<file path="config.mk">
export PLATFORM = sky130hd
export DESIGN_NAME = m_button_event
export DESIGN_NICKNAME = d
export VERILOG_FILES = /design/src/rtl/m_button_event_pkg.sv /design/src/rtl/m_debounce_bit.sv /design/src/rtl/m_button_event.sv
export SDC_FILE = /design/constraint.sdc
export NUM_CORES = 1
export LEC_CHECK = 0
export BUFFER_PORTS_ARGS = -buffer_cell sky130_fd_sc_hd__buf_2
export CAP_MARGIN = 15
export CELL_PAD_IN_SITES_DETAIL_PLACEMENT = 0
export CELL_PAD_IN_SITES_GLOBAL_PLACEMENT = 2
export CORE_MARGIN = 5
export CORE_UTILIZATION = 37
export DETAILED_ROUTE_END_ITERATION = 10
export HOLD_SLACK_MARGIN = 0.12
export PLACE_DENSITY = 0.86
export SKIP_LAST_GASP = 1
export SLEW_MARGIN = 40
export SYNTH_ARGS = -nofsm -noshare
export SYNTH_HDL_FRONTEND = slang
export SYNTH_SLANG_ARGS = --single-unit
</file>
<file path="constraint.sdc">
create_clock -name w_clk -period 2 [get_ports w_clk]
set_input_delay 0.1 -clock w_clk [delete_from_list [all_inputs] [get_ports w_clk]]
set_output_delay 0.1 -clock w_clk [all_outputs]
set_load 0.005 [all_outputs]
</file>
<file path="src/rtl/m_button_event_pkg.sv">
// Shared button indices, direction codes and direction-FSM encoding for the
// button front end, the game FSM and the rotation-mode logic.
package m_button_event_pkg;

   localparam int BTN_RIGHT  = 0;
   localparam int BTN_LEFT   = 1;
   localparam int BTN_DOWN   = 2;
   localparam int BTN_UP     = 3;
   localparam int BTN_CENTER = 4;

   typedef enum logic [1:0] {
      DIR_RIGHT = 2'd0,
      DIR_LEFT  = 2'd1,
      DIR_DOWN  = 2'd2,
      DIR_UP    = 2'd3
   } dir_e;

   typedef enum logic [1:0] {
      ST_IDLE  = 2'd0,
      ST_HELD  = 2'd1,
      ST_MULTI = 2'd2
   } state_e;

   function automatic logic is_single(input logic [3:0] lvl);
      return (lvl != 4'd0) && ((lvl & (lvl - 4'd1)) == 4'd0);
   endfunction

   // Only meaningful when exactly one bit is set; the code equals the bit index.
   function automatic logic [1:0] dir_of(input logic [3:0] lvl);
      logic [1:0] v_dir;
      v_dir = 2'd0;
      for (int i = 0; i < 4; i++) begin
         if (lvl[i]) v_dir = 2'(i);
      end
      return v_dir;
   endfunction

endpackage

</file>
<file path="src/rtl/m_debounce_bit.sv">
// One button bit: 2-FF synchroniser followed by a stable-level debounce counter.
module m_debounce_bit #(
   parameter int DEBOUNCE_CYCLES = 1_000_000,
   parameter int CNT_W           = 20
) (
   input  logic i_clk,
   input  logic i_rst_n,
   input  logic i_raw,
   output logic o_level
);

   localparam logic [CNT_W-1:0] LP_CNT_LAST = CNT_W'(DEBOUNCE_CYCLES - 1);

   logic             r_sync1;
   logic             r_sync2;
   logic             r_stable;
   logic [CNT_W-1:0] r_cnt;

   // The counter only advances while the synced level disagrees with the accepted one.
   always_ff @(posedge i_clk or negedge i_rst_n) begin
      if (!i_rst_n) begin
         r_sync1  <= 1'b0;
         r_sync2  <= 1'b0;
         r_stable <= 1'b0;
         r_cnt    <= '0;
      end else begin
         r_sync1 <= i_raw;
         r_sync2 <= r_sync1;
         if (r_sync2 == r_stable) begin
            r_cnt <= '0;
         end else if (r_cnt == LP_CNT_LAST) begin
            r_stable <= r_sync2;
            r_cnt    <= '0;
         end else begin
            r_cnt <= r_cnt + CNT_W'(1);
         end
      end
   end

   assign o_level = r_stable;

endmodule

</file>
<file path="src/rtl/m_button_event.sv">
// Debounced five-button front end: direction presses become handshaked answer
// events, the centre button becomes a one-cycle start pulse.
module m_button_event #(
   parameter int DEBOUNCE_CYCLES = 1_000_000,
   parameter int CNT_W           = 20
) (
   input  logic       w_clk,
   input  logic       w_rst_n,
   input  logic [4:0] fivebuttons,
   output logic [4:0] btn_level,
   output logic       center_pulse,
   output logic       evt_valid,
   output logic [1:0] evt_dir,
   input  logic       evt_ack,
   output logic       evt_ovf,
   output logic       multi_err,
   output logic [1:0] o_dbg_state
);

   import m_button_event_pkg::*;

   logic [4:0] w_level;
   logic [3:0] w_dir_lvl;
   logic       w_single;
   logic       w_any;
   logic       w_create;
   logic       w_ack_ok;

   state_e     r_state;
   logic       r_evt_valid;
   logic [1:0] r_evt_dir;
   logic       r_evt_ovf;
   logic       r_multi_err;
   logic       r_center_q;
   logic       r_center_pulse;

   for (genvar gi = 0; gi < 5; gi++) begin : g_db
      m_debounce_bit #(
         .DEBOUNCE_CYCLES(DEBOUNCE_CYCLES),
         .CNT_W          (CNT_W)
      ) u_db (
         .i_clk  (w_clk),
         .i_rst_n(w_rst_n),
         .i_raw  (fivebuttons[gi]),
         .o_level(w_level[gi])
      );
   end

   assign w_dir_lvl = w_level[BTN_UP:BTN_RIGHT];
   assign w_single  = is_single(w_dir_lvl);
   assign w_any     = |w_dir_lvl;
   assign w_create  = (r_state == ST_IDLE) && w_single;
   assign w_ack_ok  = evt_ack && r_evt_valid;

   // valid/ready: the slot holds one event while evt_valid=1; evt_ack sampled
   // high with evt_valid=1 consumes it and the slot is free on the next cycle.
   always_ff @(posedge w_clk or negedge w_rst_n) begin
      if (!w_rst_n) begin
         r_state        <= ST_IDLE;
         r_evt_valid    <= 1'b0;
         r_evt_dir      <= 2'd0;
         r_evt_ovf      <= 1'b0;
         r_multi_err    <= 1'b0;
         r_center_q     <= 1'b0;
         r_center_pulse <= 1'b0;
      end else begin
         r_evt_ovf      <= 1'b0;
         r_multi_err    <= 1'b0;
         r_center_q     <= w_level[BTN_CENTER];
         r_center_pulse <= w_level[BTN_CENTER] & ~r_center_q;

         case (r_state)
            ST_IDLE: begin
               if (w_single) begin
                  r_state <= ST_HELD;
               end else if (w_any) begin
                  r_state     <= ST_MULTI;
                  r_multi_err <= 1'b1;
               end
            end
            ST_HELD, ST_MULTI: begin
               if (!w_any) r_state <= ST_IDLE;
            end
            default: r_state <= ST_IDLE;
         endcase

         // A new event may reuse the slot in the very cycle its previous occupant is acked.
         if (w_create) begin
            if (!r_evt_valid || w_ack_ok) begin
               r_evt_valid <= 1'b1;
               r_evt_dir   <= dir_of(w_dir_lvl);
            end else begin
               r_evt_ovf <= 1'b1;
            end
         end else if (w_ack_ok) begin
            r_evt_valid <= 1'b0;
         end
      end
   end

   assign btn_level    = w_level;
   assign center_pulse = r_center_pulse;
   assign evt_valid    = r_evt_valid;
   assign evt_dir      = r_evt_dir;
   assign evt_ovf      = r_evt_ovf;
   assign multi_err    = r_multi_err;
   assign o_dbg_state  = r_state;

endmodule

</file>
==> impl_metrics.ini <==
[status]
status = finished, violations left
violations = negative setup slack

[detailed_routing]
drt-initial-drc-count = 159
drtPass1Iterations = 5
drc = 0
viasPerCell = 5.079
detail-route-antenna-nets = 0
wl_per_cell_um = 14.09
drt_wl_total_um = 12740
num_vias = 4591

[timing]
rsz0062_at_grt = yes
post-route-min-period_ps = 2028
finClkSkew_ps = 8.484
setup_viol = 17
setup_slack_ps = -27.71
final-hold-violation-count = 0
relSlewSlack_pct = 65.91
tightest_slew_ps = 506.6
finalCritPeriodShare_pct = 101.4
fmax_mhz = 493.2
slew_violations = 0

[cells_and_area]
seq_area_mm2 = 0.003103
final_util_pct = 48.07
drive_gt1_share_pct = 23.11
finalNonFillerCells = 904
num-nets-final = 689
multi_input_area_mm2 = 0.002855
fillCellCount = 1461
num_antenna_cells = 0
area_delta_synth_final_pct = 28.08

[setup_path]
worst-setup-path-type = register to register
crit_arrival_ps = 2320
worstSetupEndpointType = register
crit_fanout = 2
rr_worst_depth = 4
cp.required_ps = 2300
rrSetupSlack_ps = -30
crit_slowest_cell = or4_4
path_cells = or4b_4, or4_4, nor2_4, mux2_4
path_delay_family = simple AND/OR/NAND/NOR gates
worst_r2r_endpoint = g_db[0].u_db.o_level
worst-path-buf-inv = 0
r2r-start = g_db[0].u_db.r_cnt[12]
start_kind = register
cpPeakStageDelay_ps = 590

[power]
power_mw = 6.112
p_leak_nw = 3.161
power.density_mw_per_mm2 = 803.3
ir_drop_mv = 0.6171

[grt]
grt_max_degree = 68
busiest_layer = met2
grt_util_met2_pct = 23.36
grt-ovfl-total = 0
met3_usage_pct = 4.154
grt_first_pass_wirelength_um = 21890
met1_usage_pct = 18.91
antenna_found_initial = 0
grt_usage_pct = 14.52
grt_pass1_vias = 4665

[synth]
synth_common_cells = dfrtp_1 (124), nor2_1 (81), nand2_1 (36)
synthCells = 597
yosysSeqAreaShare_pct = 52.23
ys_async_sr_fraction_pct = 100.0
syn_area_mm2 = 0.005941
ys_types = 42
synth_top_area_share_pct = 52.23
ys_warn_count = 0
synth.largest_area_cell = dfrtp_1
syn_nets = 611
avgSynthCellArea_um2 = 9.951
ys_ff_latch = 124
synthTopCellsByArea = dfrtp_1 (52%), xor2_1 (5.2%), nor2_1 (5.1%), xnor2_1 (4.7%), nand3_1 (2.8%)
ys.flop_type = dfrtp_1
synth_edf_count = 0
yosysMostFrequentCell = dfrtp_1

[clock_network]
clock_sinks = 124
insertion_delay_ps = 410
h-tree-depth = 4
clockBufferDepth = 2
cts_buffers = 17
cts-root-buf = clkbuf_16
cts_tree = done
cts.clk_slew.worst_paths_ps = 60

[place]
hpwl_um = 8628
gp_congestion = 0.7987
port_buffers = 20
place_inst = 861
post-place-ws_ps = -89.32

[hold_path]
min_path_type = input pin to async pin

[floorplan]
initial_core_util_pct = 37.53
fp-row-count = 46
die_area_mm2 = 0.01869
fp.dieH_um = 136.7
die_x_um = 136.7
coreArea_mm2 = 0.01583
io_pins = 21

[flow_run]
max_cap_viol_count = 0
worst reg2reg max path, cell delays in order (launching register included):
cell,delay [ps]
dfrtp_1,370
or4b_4,520
or4_4,590
nor2_4,130
mux2_4,300
flip-flops by register name (all words and copies together) (netlist names):
signal,cells
center_pulse,1
g_db.u_db.o_level,5
evt_dir,2
evt_valid,1
o_dbg_state,2
evt_ovf,1
g_db.u_db.r_cnt,100
g_db.u_db.r_sync1,5
r_center_q,1
multi_err,1
g_db.u_db.r_sync2,5
how the worst max path moves through the flow:
stage / start / end / slack [ps] / cells after the start
after floorplan: g_db[0].u_db.r_cnt[10] / g_db[0].u_db.o_level / 2 / 4
after global placement: g_db[0].u_db.r_cnt[15] / g_db[0].u_db.r_cnt[15] / -50 / 5
after detailed placement: g_db[0].u_db.r_cnt[15] / g_db[0].u_db.r_cnt[15] / -90 / 5
after CTS: g_db[0].u_db.r_cnt[12] / g_db[0].u_db.o_level / -30 / 4
after global routing: g_db[3].u_db.r_cnt[7] / g_db[3].u_db.r_cnt[17] / -80 / 5
final: g_db[0].u_db.r_cnt[12] / g_db[0].u_db.o_level / -30 / 4
area by class of cell:
class | count | area share [%]
Clock buffer | 21 | 6.315
Clock inverter | 11 | 2.154
Inverter | 20 | 0.9867
Multi-Input combinational cell | 428 | 37.53
Sequential cell | 124 | 40.78
Tap cell | 216 | 3.552
Timing Repair Buffer | 84 | 8.683
per-stage QoR:
| step | instance area [um^2] | hold WS (ps) | TNS (ps) |
|---|---|---|---|
| 3_5_place_dp | 6625 | 144.6 | -2032 |
| 2_1_floorplan | 5941 | -195.6 | 0 |
| 3_3_place_gp | 6625 | 144.6 | -743.7 |
| 6_report | 7609 | 247.0 | -97.14 |
| 4_1_cts | 7420 | 275.0 | -40.79 |
| 5_1_grt | 7609 | 293.7 | -3197 |
where the power goes:
part           switching [mW]  internal [mW]  total (mW)
combinational           0.134         0.0848       0.218
clock                    1.11           2.21        3.32
sequential             0.0299           2.55        2.58
metal layers:
layer	wire, um	part of all wire [%]
met1	6000	47
met2	6132	48
met3	469	3.7
met4	138	1.1
met5	0	0
timing repair:
| action | 4_1_cts | 5_1_grt |
|---|---|---|
| gates resized for setup | 20 | 48 |
| hold buffers | 7 | 0 |
| pin swaps | 4 | 14 |
| setup buffers | 0 | 2 |
| endpoints found under the hold margin | 131 | 0 |
| cloned | 2 | 0 |
| endpoints found under the setup margin | 54 | 65 |
cell usage in the layout, fill, tap and decap left out, types with 13 or more instances in the layout:
cell type / synthesis / final
xnor2_1: 32 / 32
nand4_1: 23 / 23
o21ai_0: 18 / 18
nand2_1: 36 / 36
or4_1: 20 / 14
clkbuf_16: 0 / 17
xor2_1: 35 / 35
o31ai_1: 17 / 15
nor3_1: 13 / 13
buf_4: 5 / 49
nand3_1: 33 / 33
nor4_1: 14 / 14
inv_1: 20 / 20
dfrtp_1: 124 / 124
a21oi_1: 30 / 21
or3_1: 16 / 16
buf_2: 7 / 19
nor2_1: 81 / 60
cells by family after synthesis:
| logic type | after synthesis | share of synthesized area [%] |
|---|---|---|
| flops | 124 | 52.23 |
| mux | 6 | 1.116 |
| fa+ha+maj | 7 | 1.432 |
| compound gates | 72 | 6.992 |
| buf+inv | 45 | 3.307 |
| simple gates | 276 | 25.04 |
| xor+xnor | 67 | 9.878 |
Note: power is estimated with default switching activity, not from simulation.
